`src/rtl/reg_pkg.sv`:
```
// Shared types for the 4-bit register block and its command sequencer.
package reg_pkg;

  localparam int DATA_W = 4;

  typedef enum logic [2:0] {
    OP_NOP = 3'd0,
    OP_CLR = 3'd1,
    OP_LD  = 3'd2,
    OP_INC = 3'd3,
    OP_DEC = 3'd4,
    OP_SHR = 3'd5,
    OP_SHL = 3'd6,
    OP_ROR = 3'd7
  } op_e;

  typedef enum logic [1:0] {
    IDLE = 2'd0,
    EXEC = 2'd1,
    DONE = 2'd2
  } state_e;

endpackage

```
`src/rtl/reg_cmd_sequencer.sv`:
```
// Expands opcode/operand/count commands into one-hot, one-cycle control
// strobes for the 4-bit register block, with a done pulse per command.
module reg_cmd_sequencer
  import reg_pkg::*;
#(
  parameter int DATA_W = reg_pkg::DATA_W,
  parameter int CNT_W  = 4
) (
  input  logic              clk,
  input  logic              rst_n,
  input  logic              cmd_valid,
  output logic              cmd_ready,
  input  logic [2:0]        cmd_op,
  input  logic [DATA_W-1:0] cmd_data,
  input  logic [CNT_W-1:0]  cmd_cnt,
  input  logic              hold,
  input  logic [DATA_W-1:0] reg_q,
  output logic              reg_cl,
  output logic              reg_ld,
  output logic [DATA_W-1:0] reg_d,
  output logic              reg_inc,
  output logic              reg_dec,
  output logic              reg_sr,
  output logic              reg_ir,
  output logic              reg_sl,
  output logic              reg_il,
  output logic              busy,
  output logic              done
);

  state_e              state_q, state_d;
  op_e                 op_q, op_d;
  logic [DATA_W-1:0]   data_q, data_d;
  logic [CNT_W-1:0]    rem_q, rem_d;
  logic                strobe_en;

  // Only the LSB of the register feeds back (rotate-right fill).
  logic unused_reg_q;
  assign unused_reg_q = ^reg_q[DATA_W-1:1];

  // NOTE: async reset in the sensitivity list; all state uses non-blocking
  // assignments so every register samples its _d value from the same edge.
  always_ff @(posedge clk or negedge rst_n) begin
    if (!rst_n) begin
      state_q <= IDLE;
      op_q    <= OP_NOP;
      data_q  <= '0;
      rem_q   <= '0;
    end else begin
      state_q <= state_d;
      op_q    <= op_d;
      data_q  <= data_d;
      rem_q   <= rem_d;
    end
  end

  // NOTE: every variable gets a default first so no path infers a latch.
  always_comb begin
    state_d = state_q;
    op_d    = op_q;
    data_d  = data_q;
    rem_d   = rem_q;
    unique case (state_q)
      IDLE: begin
        if (cmd_valid) begin
          op_d   = op_e'(cmd_op);
          data_d = cmd_data;
          unique case (op_e'(cmd_op))
            OP_NOP: begin
              state_d = DONE;
              rem_d   = '0;
            end
            OP_CLR, OP_LD: begin
              state_d = EXEC;
              rem_d   = '0;
            end
            default: begin
              state_d = EXEC;
              rem_d   = cmd_cnt;
            end
          endcase
        end
      end
      EXEC: begin
        if (!hold) begin
          if (rem_q == '0) state_d = DONE;
          else             rem_d   = rem_q - CNT_W'(1);
        end
      end
      DONE:    state_d = IDLE;
      default: state_d = IDLE;
    endcase
  end

  assign strobe_en = (state_q == EXEC) && !hold;

  always_comb begin
    cmd_ready = (state_q == IDLE);
    busy      = (state_q != IDLE);
    done      = (state_q == DONE);
    reg_d     = (state_q == EXEC) ? data_q : '0;
    reg_cl    = 1'b0;
    reg_ld    = 1'b0;
    reg_inc   = 1'b0;
    reg_dec   = 1'b0;
    reg_sr    = 1'b0;
    reg_sl    = 1'b0;
    reg_ir    = 1'b0;
    reg_il    = 1'b0;
    if (strobe_en) begin
      unique case (op_q)
        OP_CLR: reg_cl  = 1'b1;
        OP_LD:  reg_ld  = 1'b1;
        OP_INC: reg_inc = 1'b1;
        OP_DEC: reg_dec = 1'b1;
        OP_SHR: begin
          reg_sr = 1'b1;
          reg_ir = data_q[0];
        end
        // Rotate samples the live register LSB on every strobe.
        OP_ROR: begin
          reg_sr = 1'b1;
          reg_ir = reg_q[0];
        end
        OP_SHL: begin
          reg_sl = 1'b1;
          reg_il = data_q[0];
        end
        default: ;
      endcase
    end
  end

endmodule

```
`config.mk`:
```
export PLATFORM = sky130hd
export DESIGN_NAME = reg_cmd_sequencer
export DESIGN_NICKNAME = d
export VERILOG_FILES = /design/src/rtl/reg_pkg.sv /design/src/rtl/reg_cmd_sequencer.sv
export SDC_FILE = /design/constraint.sdc
export NUM_CORES = 1
export LEC_CHECK = 0
export CAP_MARGIN = 20
export CORE_AREA = 3 3 48 50
export DETAILED_ROUTE_END_ITERATION = 7
export DIE_AREA = 0 0 51 53
export PLACE_DENSITY = 0.8
export RECOVER_POWER = 25
export SYNTH_ARGS = -nofsm -noshare
export SYNTH_HDL_FRONTEND = slang
export SYNTH_SLANG_ARGS = --single-unit
```
`constraint.sdc`:
```
create_clock -name clk -period 4.3 [get_ports clk]
set_input_delay 0.86 -clock clk [delete_from_list [all_inputs] [get_ports clk]]
set_output_delay 0.86 -clock clk [all_outputs]
set_load 0.005 [all_outputs]
```
# == Word-level counts from Yosys, hierarchy flattened ==
# Index checks and enable logic that the tools add are counted.
# totals
regBits,13
inputBits,19
output_inout_bits,15
wordCells,59
# op_classes
n_addsub,1
n_eq_ne,15
n_mux,27
n_reduce_logical,12
# op_table
operator,count
4-bit two-way mux,5
1-bit two-way mux,15
"3-bit equality test, second input constant",4
"3-bit by 2-bit equality test with 1-bit output, second input constant",3
2-bit two-way mux,4
"2-bit != test, second input constant",4
4-bit case mux with 2 select lines,1
"3-bit by 1-bit equality test with 1-bit output, second input constant",2
4-bit logical NOT,1
2-bit case mux with 2 select lines,1
4-bit AND reduction,1
2-bit nonzero test,2
"4-bit by 1-bit subtractor with 4-bit output, second input constant",1
3-bit logical NOT,1
3-bit AND reduction,1
3-bit OR reduction,1
"2-bit by 1-bit equality test with 1-bit output, second input constant",1
"2-bit equality test, second input constant",1
2-bit logical NOT,1
1-bit case mux with 2 select lines,1
2-bit AND reduction,1
2-bit OR reduction,1
1-bit logical AND,1
1-bit logical NOT,1

# == Depth between registers and ports, before layout ==
# Gate-level depths: netlist of the first run.
# depth
word_depth,5
ltp_mapped,5
ltp_nobuf,5

# == Worst setup path before layout of the first run ==
# Ideal clock, no wire load.
# synth_path
kind,input -> output
start,in hold
end,out reg_il
t_arrival_ns,1.313
required_ns,3.440
setup_slack_ns,2.127
path_stages,3
path_buffers,0
path_cell_list,nand2b_1 -> nor2_1 -> and2_1
# synth_via
elab_chain_len,3
# synth_rtl
element,line_no,rtl
from (decl),reg_cmd_sequencer.sv:16,"input logic hold,"
1-bit logical NOT,reg_cmd_sequencer.sv:95,assign strobe_en = (state_q == EXEC) && !hold;
1-bit logical AND,reg_cmd_sequencer.sv:95,
1-bit two-way mux,reg_cmd_sequencer.sv:110,if (strobe_en) begin
to (decl),reg_cmd_sequencer.sv:26,"output logic reg_il,"
# No other way between the ends.

# == Final worst setup path of the first run ==
# Ends and elaborated chain as after synthesis.

==> results_tabular.tex, run 1 <==
\begin{tabular}{lr}
\hline
Metric & Value \\
\hline
\multicolumn{2}{l}{\textbf{Logic synthesis}} \\
Async set-reset flop share out of synthesis & 100\% \\
Fraction of the mapped netlist area in compound gates & 11.3\% \\
Count of synthesis-stage warnings from yosys & 0 \\
Post-synthesis instance total & 76 \\
Most common cell in the synthesized netlist & sky130\_fd\_sc\_hd\_\_dfrtp\_1 \\
Adder-cell area share of the yosys netlist & between 1 and 1.5\% \\
Number of nets produced by synthesis & between 90 and 100 \\
Flops \& latches, synth & 13 \\
Commonest cells in the netlist & sky130\_fd\_sc\_hd\_\_dfrtp\_1, sky130\_fd\_sc\_hd\_\_mux2\_4, sky130\_fd\_sc\_hd\_\_and2\_1 \\
Main combinational cell family by area after synthesis & simple AND/OR/NAND/NOR gates \\
Xor/xnor cell area share of the yosys netlist & 0\% \\
Count of different cell masters after synthesis & 33 \\
Area fraction of the dominant cell type after synthesis & 37.5\% \\
Cell Area, Synth & 867 um\^{}2 \\
Basic-gate share of the synthesized area counting and, or, nand and nor cells & $\sim$29\% \\
Seq/Total Area, Yosys & 37.5\% \\
Top cells by area, synth & sky130\_fd\_sc\_hd\_\_dfrtp\_1, sky130\_fd\_sc\_hd\_\_mux2\_4, sky130\_fd\_sc\_hd\_\_and2\_1 \\
Library cell occupying the most area in the post-synthesis netlist & sky130\_fd\_sc\_hd\_\_dfrtp\_1 \\
EDFF count, synth & 0 \\
Average size of a mapped cell & between 10 and 15 um\^{}2 \\
Share of synthesized area spent on multiplexers & 16.9\% \\
Main flop type after synthesis & sky130\_fd\_sc\_hd\_\_dfrtp\_1 \\
\multicolumn{2}{l}{\textbf{Global routing}} \\
Pin count of the biggest net entering global routing & 18 \\
First-pass GRT wire length & 3250 um \\
Initial antenna violation count & 0 \\
Number of global-route vias before repair & 728 \\
Total global routing track utilization & between 10\% and 20\% \\
Grt ovf & 0 \\
\multicolumn{2}{l}{\textbf{Route}} \\
Routed met2 length & 852 um \\
Via count & $\sim$700 \\
Highest metal layer with signal wires & met4 \\
Routed wl met3 & approximately 160 um \\
First-pass DRT Iterations & 4 \\
Remaining number of nets flagged by the antenna check after routing & 0 \\
Vias per std cell & roughly 5.3 \\
Routed length on met1 & slightly below 900 um \\
Post-route DRC violation count & 0 \\
DR iter-0 viols & 10 \\
Post-detailed-route wirelength per cell & 14.2 um \\
Wire length reported by the detailed router & 1920 um \\
\multicolumn{2}{l}{\textbf{Final layout}} \\
Number of antenna repair diodes & 0 \\
Final instance area & 1210 um\^{}2 \\
P\&R area growth vs syn & 39.4\% \\
Fraction of layout instances using a drive strength above 1 & 15.7\% \\
Final-stage net count & $\sim$130 \\
\multicolumn{2}{l}{\textbf{Clocking}} \\
CTS tree & built \\
Number of H-tree levels & 1 \\
Number of sinks handled by clock tree synthesis & 13 \\
Clock buffers created by TritonCTS & 3 \\
Maximum clock path buffer count & 2 \\
Source-to-sink clock delay at the later pin of the worst-skew pair & $\sim$270 ps \\
Clock Tree Root & sky130\_fd\_sc\_hd\_\_clkbuf\_4 \\
Number of hold buffers added after CTS & 0 \\
Post-CTS sizing & 0 \\
Clock Pin Slew Worst Setup and Hold Paths & 80 ps \\
Number of setup buffers added after CTS & 0 \\
\multicolumn{2}{l}{\textbf{Worst setup path}} \\
Worst R2R Start & state\_q[0] \\
Critical path required time & 3440 ps \\
Worst Reg2Reg Path Length in Cells & 2 \\
Critical path launch point type & primary input \\
Worst setup path endpoint & reg\_il \\
Critical Path Start & hold \\
Sort of element at the end of the critical path & output pin \\
Largest driver fanout on the critical path & 9 \\
Crit Path Class & in -> out \\
Worst setup slack for register-to-register paths & 2640 ps \\
Destination of the worst register-to-register timing path & data\_q[0] \\
Worst Path Arrival & 2480 ps \\
\multicolumn{2}{l}{\textbf{Power}} \\
Power density relative to cell area & 619 nW/um\^{}2 \\
Highest ir drop seen on vdd & $\sim$0.00036 V \\
Pleak & between 0.4 and 0.5 nW \\
Power after layout & roughly 0.75 mW \\
\multicolumn{2}{l}{\textbf{Floorplan}} \\
Die span in y & 53 um \\
Width of the die & 51 um \\
Die Footprint & 2700 um\^{}2 \\
Effective utilization at floorplan & 44.7\% \\
Cell Rows & 16 \\
I/O pins & 34 \\
Core Region & 1940 um\^{}2 \\
\multicolumn{2}{l}{\textbf{Hold path}} \\
Path class of the lowest-slack min-delay path & reg -> reg \\
Worst hold stages & 1 \\
\multicolumn{2}{l}{\textbf{Flow run}} \\
Number of maximum-capacitance violations & 0 \\
\multicolumn{2}{l}{\textbf{Timing}} \\
Slack of the critical path & 960 ps \\
Final setup violating endpoints & 0 \\
RSZ-0062 raised after global routing & false \\
Post-layout min period & between 3000 and 4000 ps \\
Worst slew margin relative to its limit & approximately three fifths \\
Pins Over Slew Limit & 0 \\
Setup TNS & 0 ps \\
Number of failing hold endpoints at the final stage & 0 \\
Final period utilization & 77.7\% \\
Achievable clock frequency & $\sim$0.3 GHz \\
Final Hold Slack & between 500 and 600 ps \\
Clock Skew & approximately 2 ps \\
Transition time at the pin with the least slew margin & between 600 and 700 ps \\
\multicolumn{2}{l}{\textbf{Placed design}} \\
Area post-placement & 1180 um\^{}2 \\
Hpwl dp & 1500 um \\
Count of input and output buffers & 30 \\
Pre-CTS worst setup slack & 953 ps \\
Gp weighted congestion & 0.744 \\
\multicolumn{2}{l}{\textbf{Status}} \\
Run status & finished clean \\
\hline
\end{tabular}
[through the flow]
step / cells / util [%]
finish: 135 / 62.2
global route: 135 / 62.2
CTS: 135 / 62.2
detailed placement: 131 / 60.9
global placement: 131 / 60.9
floorplan: 76 / -
[power by group]
| group | internal, mW | switching [mW] | total (mW) |
|---|---|---|---|
| clock network | 0.0359 | 0.0376 | 0.0734 |
| registers | 0.182 | 0.0799 | 0.262 |
| logic | 0.259 | 0.154 | 0.413 |
[how the worst min path moves through the flow]
stage	start	to	slack (ps)
6_report	data_q[1]	data_q[1]	500
5_1_grt	data_q[1]	data_q[1]	520
4_1_cts	data_q[3]	data_q[3]	510
3_5_place_dp	data_q[2]	data_q[2]	490
3_3_place_gp	data_q[3]	data_q[3]	480
2_1_floorplan	data_q[1]	data_q[1]	470
[cell families (layout without fill, tap and decap cells)]
group | Yosys count | after routing
buffers and inverters | 5 | 37
AND/OR/NAND/NOR | 35 | 35
AO/OA/AOI/OAI | 11 | 11
flip-flops | 13 | 13
multiplexers | 11 | 11
adder cells (fa/ha/maj) | 1 | 1
[layer usage]
| metal | up-vias | global-route usage, % |
|---|---|---|
| met5 | - | 0 |
| met4 | 0 | 6.73 |
| met3 | 4 | 4.23 |
| met2 | 28 | 29.0 |
| met1 | 341 | 18.1 |
| li1 | 348 | - |
[area by class of cell]
class | instances | area [um^2]
fillers | 176 | 733
multi-input cells | 58 | 512
flip-flops and latches | 13 | 325
repair buffers | 30 | 300
well taps | 27 | 33.8
clock buffers | 4 | 26.3
inverters | 3 | 11.3
[flip-flops by register name (all words and copies together) (netlist names)]
| signal | flops |
|---|---|
| rem_q | 4 |
| data_q | 4 |
| state_q | 2 |
| op_q | 3 |
[placed cells by master (no fill, tap or decap), drive strengths merged, types with 2 or more instances in the layout]
master,Yosys,routed
dfrtp,13,13
mux2,8,8
a221oi,2,2
nand3b,3,3
inv,3,3
clkdlybuf4s50,0,29
a31oi,2,2
nor4,2,2
nor4b,2,2
and2,5,5
nand2,2,2
clkbuf,0,4
nand2b,4,4
nor3,4,4
nor3b,4,4
a21o,2,2
mux2i,3,3
nor2,3,3
[worst max-delay path, stage by stage]
cell and delay [ps]:
sky130_fd_sc_hd__clkdlybuf4s50_1 560, sky130_fd_sc_hd__nand2b_1 280, sky130_fd_sc_hd__nor2_1 150, sky130_fd_sc_hd__and2_1 130
sky130_fd_sc_hd__clkdlybuf4s50_1 490
Power figures use the tool's default switching activity.
==> inputs of run 2 (changes only) <==
--- a/config.mk
+++ b/config.mk
@@ -6,10 +6,10 @@
 export NUM_CORES = 1
 export LEC_CHECK = 0
 export CAP_MARGIN = 20
-export CORE_AREA = 3 3 48 50
+export CORE_AREA = 3 3 52 54
 export DETAILED_ROUTE_END_ITERATION = 7
-export DIE_AREA = 0 0 51 53
-export PLACE_DENSITY = 0.8
+export DIE_AREA = 0 0 55 57
+export PLACE_DENSITY = 0.72
 export RECOVER_POWER = 25
 export SYNTH_ARGS = -nofsm -noshare
 export SYNTH_HDL_FRONTEND = slang
==> constraint.sdc (replaced) <==
create_clock -name clk -period 2.85 [get_ports clk]
set_input_delay 0.57 -clock clk [delete_from_list [all_inputs] [get_ports clk]]
set_output_delay 0.57 -clock clk [all_outputs]
set_load 0.005 [all_outputs]
==> results_tabular.tex, run 2 (synthesized netlist as in run 1, its figures left out) <==
\begin{tabular}{lr}
\hline
Metric & Value \\
\hline
\multicolumn{2}{l}{\textbf{Worst setup path}} \\
Worst setup slack for register-to-register paths & 1210 ps (-1430 ps) \\
Sort of element at the end of the critical path & output pin \\
Worst R2R Start & state\_q[1] \\
Crit Path Class & in -> out \\
CP peak stage delay & 560 ps (about the same) \\
Critical path required time & 2280 ps (-1160 ps) \\
Critical Path Start & hold \\
Worst Path Arrival & 2080 ps (-400 ps) \\
CP max stage cell & sky130\_fd\_sc\_hd\_\_clkdlybuf4s50\_1 \\
Critical path launch point type & primary input \\
Largest driver fanout on the critical path & 4 (-5) \\
Critical path, cell by cell & clkdlybuf4s50\_1, nand2b\_1, nor4\_1, clkdlybuf4s50\_1 \\
Cell seen most often among critical-path stages & sky130\_fd\_sc\_hd\_\_clkdlybuf4s50\_1 \\
\multicolumn{2}{l}{\textbf{Clocking}} \\
Maximum clock path buffer count & 2 (unchanged) \\
CTS tree & built \\
Clock buffers created by TritonCTS & 3 (unchanged) \\
Clock Tree Root & sky130\_fd\_sc\_hd\_\_clkbuf\_4 \\
Number of setup buffers added after CTS & 0 (unchanged) \\
Number of sinks handled by clock tree synthesis & 13 (unchanged) \\
Post-CTS sizing & 0 (unchanged) \\
Clock Pin Slew Worst Setup and Hold Paths & 70 ps (about the same) \\
Number of H-tree levels & 1 (unchanged) \\
Number of hold buffers added after CTS & 0 (unchanged) \\
Source-to-sink clock delay at the later pin of the worst-skew pair & 280 ps (about the same) \\
\multicolumn{2}{l}{\textbf{Route}} \\
Post-route DRC violation count & 0 (unchanged) \\
Post-detailed-route wirelength per cell & 14.9 um (+5.0\%) \\
Remaining number of nets flagged by the antenna check after routing & 0 (unchanged) \\
DR iter-0 viols & 7 (-3) \\
Via count & 738 (+2.4\%) \\
Wire length reported by the detailed router & 2070 um (+8.1\%) \\
Vias per std cell & 5.31 (-0.59\%) \\
First-pass DRT Iterations & 4 (unchanged) \\
\multicolumn{2}{l}{\textbf{Floorplan}} \\
Width of the die & 55 um (+7.8\%) \\
Cell Rows & 17 (+1) \\
Core Region & 2250 um\^{}2 (+16\%) \\
Die Footprint & 3140 um\^{}2 (+16\%) \\
Die span in y & 57 um (+7.5\%) \\
I/O pins & 34 (unchanged) \\
Effective utilization at floorplan & 38.5\% (-6.2 points) \\
\multicolumn{2}{l}{\textbf{Power}} \\
Highest ir drop seen on vdd & 0.000497 V (+39\%) \\
Power density relative to cell area & 940 nW/um\^{}2 (+52\%) \\
Pleak & 0.500 nW (+3.1\%) \\
\multicolumn{2}{l}{\textbf{Final layout}} \\
Number of antenna repair diodes & 0 (unchanged) \\
Filler instances & 205 (+16\%) \\
Final-stage net count & 132 (+2.3\%) \\
Final instance area & 1230 um\^{}2 (+2.0\%) \\
Storage element area & 325 um\^{}2 (unchanged) \\
Most common cell after layout, fill and taps aside & sky130\_fd\_sc\_hd\_\_clkdlybuf4s50\_1 \\
Fraction of layout instances using a drive strength above 1 & 18.0\% (+2.3 points) \\
P\&R area growth vs syn & 42.1\% \\
Registers with the highest flip-flop counts & data\_q: 4 flops, rem\_q: 4 flops, op\_q: 3 flops \\
Leading cell types in the layout, fill and taps excluded & sky130\_fd\_sc\_hd\_\_clkdlybuf4s50\_1, sky130\_fd\_sc\_hd\_\_dfrtp\_1, sky130\_fd\_sc\_hd\_\_mux2\_4 \\
Area occupied by multi-input gates & 512 um\^{}2 (unchanged) \\
\multicolumn{2}{l}{\textbf{Timing}} \\
Achievable clock frequency & 0.378 GHz \\
Number of failing hold endpoints at the final stage & 0 (unchanged) \\
Pins Over Slew Limit & 0 (unchanged) \\
Post-layout min period & about 2600 ps \\
Worst slew margin relative to its limit & 55.6\% (-2.6 points) \\
Setup TNS & 0 ps (unchanged) \\
Final setup violating endpoints & 0 (unchanged) \\
Slack of the critical path & 205 ps (-756 ps) \\
Transition time at the pin with the least slew margin & 666 ps (+39.3 ps) \\
Clock Skew & 4.73 ps (+2.72 ps) \\
RSZ-0062 raised after global routing & false \\
Final period utilization & 92.8\% \\
\multicolumn{2}{l}{\textbf{Status}} \\
Run status & finished clean \\
\multicolumn{2}{l}{\textbf{Placed design}} \\
Gp weighted congestion & 0.818 (+9.9\%) \\
Area post-placement & 1210 um\^{}2 (+2.0\%) \\
Hpwl dp & 1630 um (+8.4\%) \\
Count of input and output buffers & 30 (unchanged) \\
Pre-CTS worst setup slack & 226 ps (-727 ps) \\
\multicolumn{2}{l}{\textbf{Global routing}} \\
Grt ovf & 0 (unchanged) \\
Total global routing track utilization & 14.5\% (-1.7 points) \\
First-pass GRT wire length & 3380 um (+4.1\%) \\
Number of global-route vias before repair & 764 (+4.9\%) \\
Pin count of the biggest net entering global routing & 17 (-1) \\
Initial antenna violation count & 0 (unchanged) \\
\multicolumn{2}{l}{\textbf{Hold path}} \\
Worst hold path startpoint & data\_q[1] \\
Path class of the lowest-slack min-delay path & reg -> reg \\
\multicolumn{2}{l}{\textbf{Flow run}} \\
Number of maximum-capacitance violations & 0 (unchanged) \\
\hline
\end{tabular}
## run 2: cell count changes in the layout (fill, tap and decap cells not counted), sizes merged
cell / previous run / this run
buf: 0 / 3
## run 2: final cells by class
cell class	count	share of cell area (%)
Timing Repair Buffer	33	26.2
Clock buffer	4	2.13
Inverter	3	0.914
Multi-Input combinational cell	58	41.5
Tap cell	28	2.84
Sequential cell	13	26.4
## run 2: path summary, 6_finish.rpt
kind / to / cells past startpoint
worst min-delay path: data_q[1] / 1
worst max-delay path: reg_dec / 4
worst min register to register: data_q[1] / 1
worst max register to register: data_q[3] / 3
max in group asynchronous: state_q[1] / 1
min in group asynchronous: rem_q[2] / 1
## run 2: metal layers
| metal | global-route usage (%) | vias up | part of all wire [%] |
|---|---|---|---|
| met5 | 0 | - | 0 |
| met4 | 3.13 | 0 | 1.1 |
| met3 | 5.22 | 5 | 9.0 |
| met2 | 22.8 | 25 | 45 |
| met1 | 19.0 | 349 | 44 |
| li1 | - | 359 | - |
## run 2: report_power, final
group | switching, mW | internal [mW]
Clock | 0.0606 | 0.0544
Sequential | 0.0826 | 0.275
Combinational | 0.281 | 0.405
## run 2: through the flow
stage,hold WS (ps),utilization [%],std cells,power [mW]
3_5_place_dp,490,53.5,135,1.05
4_1_cts,513,54.7,139,1.17
6_report,507,54.7,139,1.16
2_1_floorplan,274,-,76,0.801
3_3_place_gp,483,53.5,135,1.02
5_1_grt,534,54.7,139,1.25
## run 2: worst max-delay path, delay by kind of cell
kind,cells,cell delay [ps]
buffers and inverters,2,1030
and+or+nand+nor,2,470
